File: src/rtl/pc_sequencer_pkg.sv
// Shared encodings for the PC sequencer; the debug unit decodes o_state with these.
package pc_seq_pkg;

  typedef logic [1:0] pc_state_t;

  localparam pc_state_t ST_IDLE   = 2'b00;
  localparam pc_state_t ST_RUN    = 2'b01;
  localparam pc_state_t ST_STEP   = 2'b10;
  localparam pc_state_t ST_HALTED = 2'b11;

  localparam int unsigned INSTR_BYTES_DEF = 4;

  function automatic logic is_active(pc_state_t s);
    return (s == ST_RUN) || (s == ST_STEP);
  endfunction

endpackage

File: src/rtl/pc_sequencer_if.sv
// Debug/hazard/resolution bundle for pc_sequencer. Optional o_cycle_count under PC_SEQ_CYCLE_COUNT_EN.
interface pc_sequencer_if #(
  parameter int unsigned NBITS = 32
);
  import pc_seq_pkg::*;

  logic [NBITS-1:0] i_pc;
  logic             i_run_req;
  logic             i_step_req;
  logic             i_pause_req;
  logic             i_halt_instr;
  logic             i_hazard_detected;
  logic             i_branch_taken;
  logic [NBITS-1:0] i_branch_target;
  logic             i_jump;
  logic [NBITS-1:0] i_jump_target;
  logic [NBITS-1:0] o_next_pc;
  logic             o_pc_enable;
  logic             o_if_id_flush;
  pc_state_t        o_state;
  logic             o_step_done;
  logic             o_halted;
`ifdef PC_SEQ_CYCLE_COUNT_EN
  logic [31:0]      o_cycle_count;
`endif

  modport master (
    output i_pc, i_run_req, i_step_req, i_pause_req, i_halt_instr, i_hazard_detected,
           i_branch_taken, i_branch_target, i_jump, i_jump_target,
    input  o_next_pc, o_pc_enable, o_if_id_flush, o_state, o_step_done, o_halted
`ifdef PC_SEQ_CYCLE_COUNT_EN
    , input o_cycle_count
`endif
  );

  modport slave (
    input  i_pc, i_run_req, i_step_req, i_pause_req, i_halt_instr, i_hazard_detected,
           i_branch_taken, i_branch_target, i_jump, i_jump_target,
    output o_next_pc, o_pc_enable, o_if_id_flush, o_state, o_step_done, o_halted
`ifdef PC_SEQ_CYCLE_COUNT_EN
    , output o_cycle_count
`endif
  );

endinterface

File: src/rtl/pc_sequencer_next_mux.sv
// Next-PC priority select: reset vector, branch, jump, then sequential increment.
module pc_next_mux
  import pc_seq_pkg::*;
#(
  parameter int unsigned      NBITS        = 32,
  parameter logic [NBITS-1:0] RESET_VECTOR = '0,
  parameter int unsigned      INSTR_BYTES  = INSTR_BYTES_DEF
) (
  input  logic             sel_reset_i,
  input  logic             branch_taken_i,
  input  logic [NBITS-1:0] branch_target_i,
  input  logic             jump_i,
  input  logic [NBITS-1:0] jump_target_i,
  input  logic [NBITS-1:0] pc_i,
  output logic [NBITS-1:0] next_pc_o
);

  always_comb begin
    next_pc_o = pc_i + NBITS'(INSTR_BYTES);
    if (sel_reset_i)         next_pc_o = RESET_VECTOR;
    else if (branch_taken_i) next_pc_o = branch_target_i;
    else if (jump_i)         next_pc_o = jump_target_i;
  end

endmodule

File: src/rtl/pc_sequencer.sv
// Fetch-stage PC controller: run/step/pause/halt FSM, PC enable, IF/ID flush.
// Optional cycle counter under PC_SEQ_CYCLE_COUNT_EN.
module pc_sequencer
  import pc_seq_pkg::*;
#(
  parameter int unsigned      NBITS        = 32,
  parameter logic [NBITS-1:0] RESET_VECTOR = '0,
  parameter int unsigned      INSTR_BYTES  = INSTR_BYTES_DEF
) (
  input  logic        i_clk,
  input  logic        i_rst,
  pc_sequencer_if.slave bus
);

  pc_state_t state_q, state_d;
  logic      advanced_q;
  logic      step_done_q;
  logic      halted_q;
  logic      pc_en;

  assign pc_en = is_active(state_q) & ~bus.i_hazard_detected & ~bus.i_halt_instr;

  always_comb begin
    state_d = state_q;
    unique case (state_q)
      ST_IDLE: begin
        if (bus.i_run_req)       state_d = ST_RUN;
        else if (bus.i_step_req) state_d = ST_STEP;
      end
      ST_RUN: begin
        if (bus.i_halt_instr)       state_d = ST_HALTED;
        else if (bus.i_pause_req)   state_d = ST_IDLE;
      end
      ST_STEP: begin
        // A stalled step is held, not consumed; halt still wins over the stall.
        if (bus.i_halt_instr)            state_d = ST_HALTED;
        else if (!bus.i_hazard_detected) state_d = ST_IDLE;
      end
      default: state_d = ST_HALTED;
    endcase
  end

  always_ff @(posedge i_clk) begin
    if (!i_rst) begin
      state_q     <= ST_IDLE;
      advanced_q  <= 1'b0;
      step_done_q <= 1'b0;
      halted_q    <= 1'b0;
    end else begin
      state_q     <= state_d;
      advanced_q  <= advanced_q | pc_en;
      step_done_q <= (state_q == ST_STEP) & pc_en;
      halted_q    <= (state_d == ST_HALTED);
    end
  end

`ifdef PC_SEQ_CYCLE_COUNT_EN
  logic [31:0] cycle_count_q;

  always_ff @(posedge i_clk) begin
    if (!i_rst)                  cycle_count_q <= '0;
    else if (is_active(state_q)) cycle_count_q <= cycle_count_q + 32'd1;
  end

  assign bus.o_cycle_count = cycle_count_q;
`endif

  pc_next_mux #(
    .NBITS        (NBITS),
    .RESET_VECTOR (RESET_VECTOR),
    .INSTR_BYTES  (INSTR_BYTES)
  ) u_next_mux (
    .sel_reset_i     ((state_q == ST_IDLE) & ~advanced_q),
    .branch_taken_i  (bus.i_branch_taken),
    .branch_target_i (bus.i_branch_target),
    .jump_i          (bus.i_jump),
    .jump_target_i   (bus.i_jump_target),
    .pc_i            (bus.i_pc),
    .next_pc_o       (bus.o_next_pc)
  );

  assign bus.o_pc_enable   = pc_en;
  assign bus.o_if_id_flush = pc_en & (bus.i_branch_taken | bus.i_jump);
  assign bus.o_state       = state_q;
  assign bus.o_step_done   = step_done_q;
  assign bus.o_halted      = halted_q;

endmodule

File: src/flat_wrapper.sv
// flat-port wrapper written by rule: the top's interface ports become plain ports
module pc_sequencer_flat import pc_seq_pkg::*;
#(
  parameter int unsigned      NBITS        = 32,
  parameter logic [NBITS-1:0] RESET_VECTOR = '0,
  parameter int unsigned      INSTR_BYTES  = INSTR_BYTES_DEF
)
  (i_clk, i_rst, bus_i_pc, bus_i_run_req, bus_i_step_req, bus_i_pause_req, bus_i_halt_instr, bus_i_hazard_detected, bus_i_branch_taken, bus_i_branch_target, bus_i_jump, bus_i_jump_target, bus_o_next_pc, bus_o_pc_enable, bus_o_if_id_flush, bus_o_state, bus_o_step_done, bus_o_halted);
  pc_sequencer_if #(.NBITS(NBITS)) bus_i ();
  input  logic i_clk;
  input  logic i_rst;
  input wire logic [$bits(bus_i.i_pc)-1:0] bus_i_pc;
  input wire logic [$bits(bus_i.i_run_req)-1:0] bus_i_run_req;
  input wire logic [$bits(bus_i.i_step_req)-1:0] bus_i_step_req;
  input wire logic [$bits(bus_i.i_pause_req)-1:0] bus_i_pause_req;
  input wire logic [$bits(bus_i.i_halt_instr)-1:0] bus_i_halt_instr;
  input wire logic [$bits(bus_i.i_hazard_detected)-1:0] bus_i_hazard_detected;
  input wire logic [$bits(bus_i.i_branch_taken)-1:0] bus_i_branch_taken;
  input wire logic [$bits(bus_i.i_branch_target)-1:0] bus_i_branch_target;
  input wire logic [$bits(bus_i.i_jump)-1:0] bus_i_jump;
  input wire logic [$bits(bus_i.i_jump_target)-1:0] bus_i_jump_target;
  output wire logic [$bits(bus_i.o_next_pc)-1:0] bus_o_next_pc;
  output wire logic [$bits(bus_i.o_pc_enable)-1:0] bus_o_pc_enable;
  output wire logic [$bits(bus_i.o_if_id_flush)-1:0] bus_o_if_id_flush;
  output wire logic [$bits(bus_i.o_state)-1:0] bus_o_state;
  output wire logic [$bits(bus_i.o_step_done)-1:0] bus_o_step_done;
  output wire logic [$bits(bus_i.o_halted)-1:0] bus_o_halted;
  assign bus_i.i_pc = bus_i_pc;
  assign bus_i.i_run_req = bus_i_run_req;
  assign bus_i.i_step_req = bus_i_step_req;
  assign bus_i.i_pause_req = bus_i_pause_req;
  assign bus_i.i_halt_instr = bus_i_halt_instr;
  assign bus_i.i_hazard_detected = bus_i_hazard_detected;
  assign bus_i.i_branch_taken = bus_i_branch_taken;
  assign bus_i.i_branch_target = bus_i_branch_target;
  assign bus_i.i_jump = bus_i_jump;
  assign bus_i.i_jump_target = bus_i_jump_target;
  assign bus_o_next_pc = bus_i.o_next_pc;
  assign bus_o_pc_enable = bus_i.o_pc_enable;
  assign bus_o_if_id_flush = bus_i.o_if_id_flush;
  assign bus_o_state = bus_i.o_state;
  assign bus_o_step_done = bus_i.o_step_done;
  assign bus_o_halted = bus_i.o_halted;
  pc_sequencer #(.NBITS(NBITS), .RESET_VECTOR(RESET_VECTOR), .INSTR_BYTES(INSTR_BYTES)) u_core (.i_clk(i_clk), .i_rst(i_rst), .bus(bus_i));
endmodule
File: config.mk
export PLATFORM = sky130hd
export DESIGN_NAME = pc_sequencer_flat
export DESIGN_NICKNAME = d
export VERILOG_FILES = /design/src/rtl/pc_sequencer_pkg.sv /design/src/rtl/pc_sequencer_if.sv /design/src/rtl/pc_sequencer_next_mux.sv /design/src/rtl/pc_sequencer.sv /design/src/flat_wrapper.sv
export SDC_FILE = /design/constraint.sdc
export NUM_CORES = 1
export LEC_CHECK = 0
export CORE_MARGIN = 2
export CORE_UTILIZATION = 30
export CTS_BUF_LIST = sky130_fd_sc_hd__clkbuf_4 sky130_fd_sc_hd__clkbuf_8
export CTS_CLUSTER_SIZE = 14
export DETAILED_ROUTE_END_ITERATION = 7
export HOLD_SLACK_MARGIN = 0.08
export PLACE_DENSITY_LB_ADDON = 0.2
export SYNTH_ARGS = -nofsm -noshare
export SYNTH_HDL_FRONTEND = slang
export SYNTH_SLANG_ARGS = --single-unit
File: constraint.sdc
create_clock -name i_clk -period 2.4 [get_ports i_clk]
set_input_delay 0.36 -clock i_clk [delete_from_list [all_inputs] [get_ports i_clk]]
set_output_delay 0.36 -clock i_clk [all_outputs]
set_load 0.01 [all_outputs]
-- Word level (Yosys, flattened, before mapping)
Index checks and enable logic that the tools add are counted.
- add/sub/neg operators: 1
- eq/ne operators: 3
- mux-type cells: 10
- bitwise logic cells: 10
- reduce and logical (&&, ||, !) cells: 2
- operators by type and width (operator ; count):
    2-to-1 mux 32 bit ; 3
    adder 32 x 3 -> 32 bit, second input constant ; 1
    2-to-1 mux 2 bit ; 6
    one-hot mux 2 bit (3 select lines) ; 1
    AND 1 bit ; 5
    == test 2 bit, second input constant ; 2
    NOT 1 bit ; 3
    == test 2 x 1 -> 1 bit, second input constant ; 1
    logical NOT 2 bit ; 1
    bitwise OR 1 bit ; 2
    logical OR 1 bit ; 1
- register bits after elaboration: 5
- input bits: 105
- word-level logic and storage cells: 30

-- Logic depth before layout (Yosys ltp)
- depth after elaboration: 5
- mapped depth: 7

-- Cells and area by module
Synthesis repeated with hierarchy kept, for this count alone.
- cell total of the unflattened synthesis: 236
- area total of the unflattened synthesis: 1617.8 µm²
- modules (own cells, without submodules) (module ; times used ; cells an instance ; area each (µm²) ; sequential area each (µm²)):
    pc_next_mux ; 1 ; 204 ; 1297.5 ; 0.0
    pc_sequencer ; 1 ; 32 ; 320.3 ; 100.1

-- Worst setup path before layout
No wires, ideal clock.
- kind: input-to-output
- from: input bus_i_pc[9]
- to: output bus_o_next_pc[31]
- data arrival time: 1.607 ns
- data required time: 2.040 ns
- slack: 0.433 ns
- stages on the path: 6
- path through: and4_1 > and4_1 > buf_4 > nand3_1 > xor2_1 > a211oi_1
- longest elaborated chain between the ends: 4
- RTL lines (item ; RTL line ; source):
    start, declared ; flat_wrapper.sv:12 ; input wire logic [$bits(bus_i.i_pc)-1:0] bus_i_pc;
    adder 32 x 3 -> 32 bit ; pc_sequencer_next_mux.sv:19 ; next_pc_o = pc_i + NBITS'(INSTR_BYTES);
    2-to-1 mux 32 bit ; pc_sequencer_next_mux.sv:22 ; else if (jump_i) next_pc_o = jump_target_i;
    2-to-1 mux 32 bit ; pc_sequencer_next_mux.sv:21 ; else if (branch_taken_i) next_pc_o = branch_target_i;
    2-to-1 mux 32 bit ; pc_sequencer_next_mux.sv:20 ; if (sel_reset_i) next_pc_o = RESET_VECTOR;
    end, declared ; flat_wrapper.sv:22 ; output wire logic [$bits(bus_i.o_next_pc)-1:0] bus_o_next_pc;
Every way passes these cells.

-- Final worst setup path
- from: input bus_i_pc[16]
- to: output bus_o_next_pc[20]
Same word-level chain as after synthesis.

==> metrics <==
Fillers=between 400 and 500; total track usage=24.6%; VDD IR-drop max=0.447 mV; worst hold path class=register to register; Cell Area, Synth=1550 µm²; fin cells=approximately 500; H-tree depth=1; Final setup violation count=0; layout cells sized above 1=a little over a quarter; port bufs=142; Primary FF master, synth=dfxtp_1; Clk network pwr share=13.0%; Starting Density=30.8%; power share of the sequential group=8.5%; Sw Share=39.8%; MaxCap Viol Count=0; HPWL Detailed=between 5 and 6 mm; GPL Wtd Cong=around 0.85; Final Cycle Share=97.3%; Post-DP Area=3480 µm²; final setup TNS=0 ns; most frequent cell after synthesis=nor2_1; Setup WS post-layout=0.0660 ns; die height=75.9 µm; Post-Synthesis Mean Instance Area=6.69 µm²; RSZ-0062 raised after global routing=true; PD cells=349 nW/µm²; number of synthesized flops with an enable pin=0; post-route design area=3620 µm²; Worst setup EP type=output port; top-area cell type share of the netlist area=7.33%; Sink Count=5; FF-to-FF setup slack=between 0.9 and 1 ns; Remaining DRCs=0; critical setup path kind=primary input to output port; fin util=71.8%; Synth area leader=xor2_1; Synthesized Nets=342; core area=5040 µm²; FF-to-FF Start=u_core.bus.o_state[0]; Final Skew=around 0.0019 ns; initial antenna violation count=0; status=finished, final reports clean; Max Root-Sink Buffers=2; final hold slack=a little under 0.6 ns; relative slew slack=62.7%; Placed Instances=490; cells after synthesis=232; Pint=roughly 0.76 mW; post-layout minimum cycle time=approximately 2.3 ns; Yosys Warn Count=0; synth cell count leaders=nor2_1 (22), a21oi_1 (18), nand2_1 (15), o22ai_1 (15); actual slew at the worst max-slew pin=0.557 ns; area grow syn2layout=133%; Max Fanout on Critical Path=8; count of cell types in the netlist=45; sequential-to-total area share from yosys stat=6.45%; Pwr Total=1.26 mW; fin nets=between 500 and 600; first-pass GRT wire length=between 10 and 15 mm; FF-to-FF End=u_core.bus.o_halted; Die ar.=a little under 6000 µm²; Num CTS Buffers=3; chip width=75.9 µm; NetSw=0.502 mW; critical path launch point=bus_i_pc[16]; Async SR Flop Fraction=0%; routed wire length=7.40 mm; Vias/cell=5.11; CTS tree=yes; Slew Limit Fails=0; Worst-path clk slew=0.04 ns; path depth of the worst reg2reg path=6; Worst Setup Slack post-DPL=-0.605 ns; top cells by area, synth=xor2_1 (7.3%), dfxtp_1 (6.4%), a211oi_1 (6.3%); CTS Hold Buffers Added=0; vias in the first global route=2576; pin count of the biggest net entering global routing=17; final hold vios=0; num rows=26; Leakage=~1.6 nW; Critical Path Sink=bus_o_next_pc[20]; Fmax achieved=428 MHz; DRC marker count from the first detailed-route iteration=a little under 100; antenna cells=0; boundary pin count=143; Routed WL per cell=14.6 µm; Data required, critical path=2.04 ns; Setup crit start kind=primary input; Comb pwr share=78.4%; Crit path arrival time=~2.0 ns; vias=2581; Root Driver=clkbuf_8; Synth Register Bits=5; Antenna Nets Post-Route=0; total grt overflow=0; Worst-Skew Late Latency=0.22 ns; first drt pass iteration count=4
[registers in the layout, summed over array words and instances, names as in the netlist]
signal and count:
u_core.bus.o_step_done 1, u_core.bus.o_halted 1, u_core.bus.o_state 2, u_core.advanced_q 1
[routing by layer]
metal	global-route usage [%]	vias to the layer above	wire [µm]
li1	-	1296	-
met5	0	-	0
met2	47.6	106	3860
met3	4.40	9	542
met1	27.5	1170	2900
met4	6.00	0	93
[cells by family (layout without fill, tap and decap cells)]
logic type | Yosys count | in the layout | synth area share, %
AOI/OAI and AO/OA | 77 | 77 | 32.9
xor gates and xnor gates | 24 | 24 | 13.5
adders and majority gates | 5 | 5 | 4.03
buffers and inverters | 24 | 226 | 6.93
DFF | 5 | 5 | 6.45
muxes | 4 | 4 | 2.58
and+or+nand+nor | 93 | 94 | 33.6
[power groups by stage]
stage / Clock, mW / Combinational (mW) / Sequential, mW
finish: 0.165 / 0.989 / 0.107
detailed placement: 0 / 1.03 / 0.104
global route: 0.173 / 1.07 / 0.108
global placement: 0 / 1.02 / 0.104
floorplan: 0 / 0.372 / 0.115
CTS: 0.169 / 0.958 / 0.107
[worst min-delay path by stage]
| stage | end | depth (start not counted) | startpoint |
|---|---|---|---|
| after floorplan | u_core.advanced_q | 2 | u_core.advanced_q |
| after global placement | u_core.advanced_q | 2 | u_core.advanced_q |
| after detailed placement | u_core.advanced_q | 2 | u_core.advanced_q |
| after CTS | u_core.advanced_q | 2 | u_core.advanced_q |
| after global routing | u_core.advanced_q | 2 | u_core.advanced_q |
| final | u_core.advanced_q | 2 | u_core.advanced_q |
[placed cells by master, fill, tap and decap left out, types with 4 or more instances in the layout]
cell type and instances:
nor2_1 22, a211oi_1 13, inv_1 5, and3_1 5
dlygate4sd2_1 37, nand3_1 9, and4_4 4, mux2i_1 4
nand3_2 4, nand4_1 10, a222oi_1 4, clkdlybuf4s50_1 86
dfxtp_1 5, nand2_1 15, buf_4 68, xor2_1 13
ha_1 4, o21ai_0 7, xnor2_1 11, o22ai_1 15
a21oi_1 18, buf_6 4, buf_2 10, a22oi_1 7
[area by class of cell]
cell class | instances | area [µm²] | share of cell area (%)
inverter | 6 | 22.5 | 0.622
tap | 70 | 87.6 | 2.42
sequential | 5 | 100 | 2.77
timing repair buffer | 216 | 1910 | 52.8
clock buffer | 4 | 48.8 | 1.35
multi-input combinational | 204 | 1450 | 40.0
[timing repair]
item                       4_1_cts  5_1_grt
gates resized for setup        111       17
setup buffers                    4        6
pin swaps                       16       10
cloned                           1        0
setup endpoints to repair       32       21
[critical path, cell delays in order]
cell and delay, ns:
clkdlybuf4s50_1 0.50, buf_4 0.13, and3_4 0.22, nand4_1 0.12, xor2_1 0.15, a211oi_1 0.20, dlygate4sd2_1 0.29
Power figures use the tool's default switching activity.
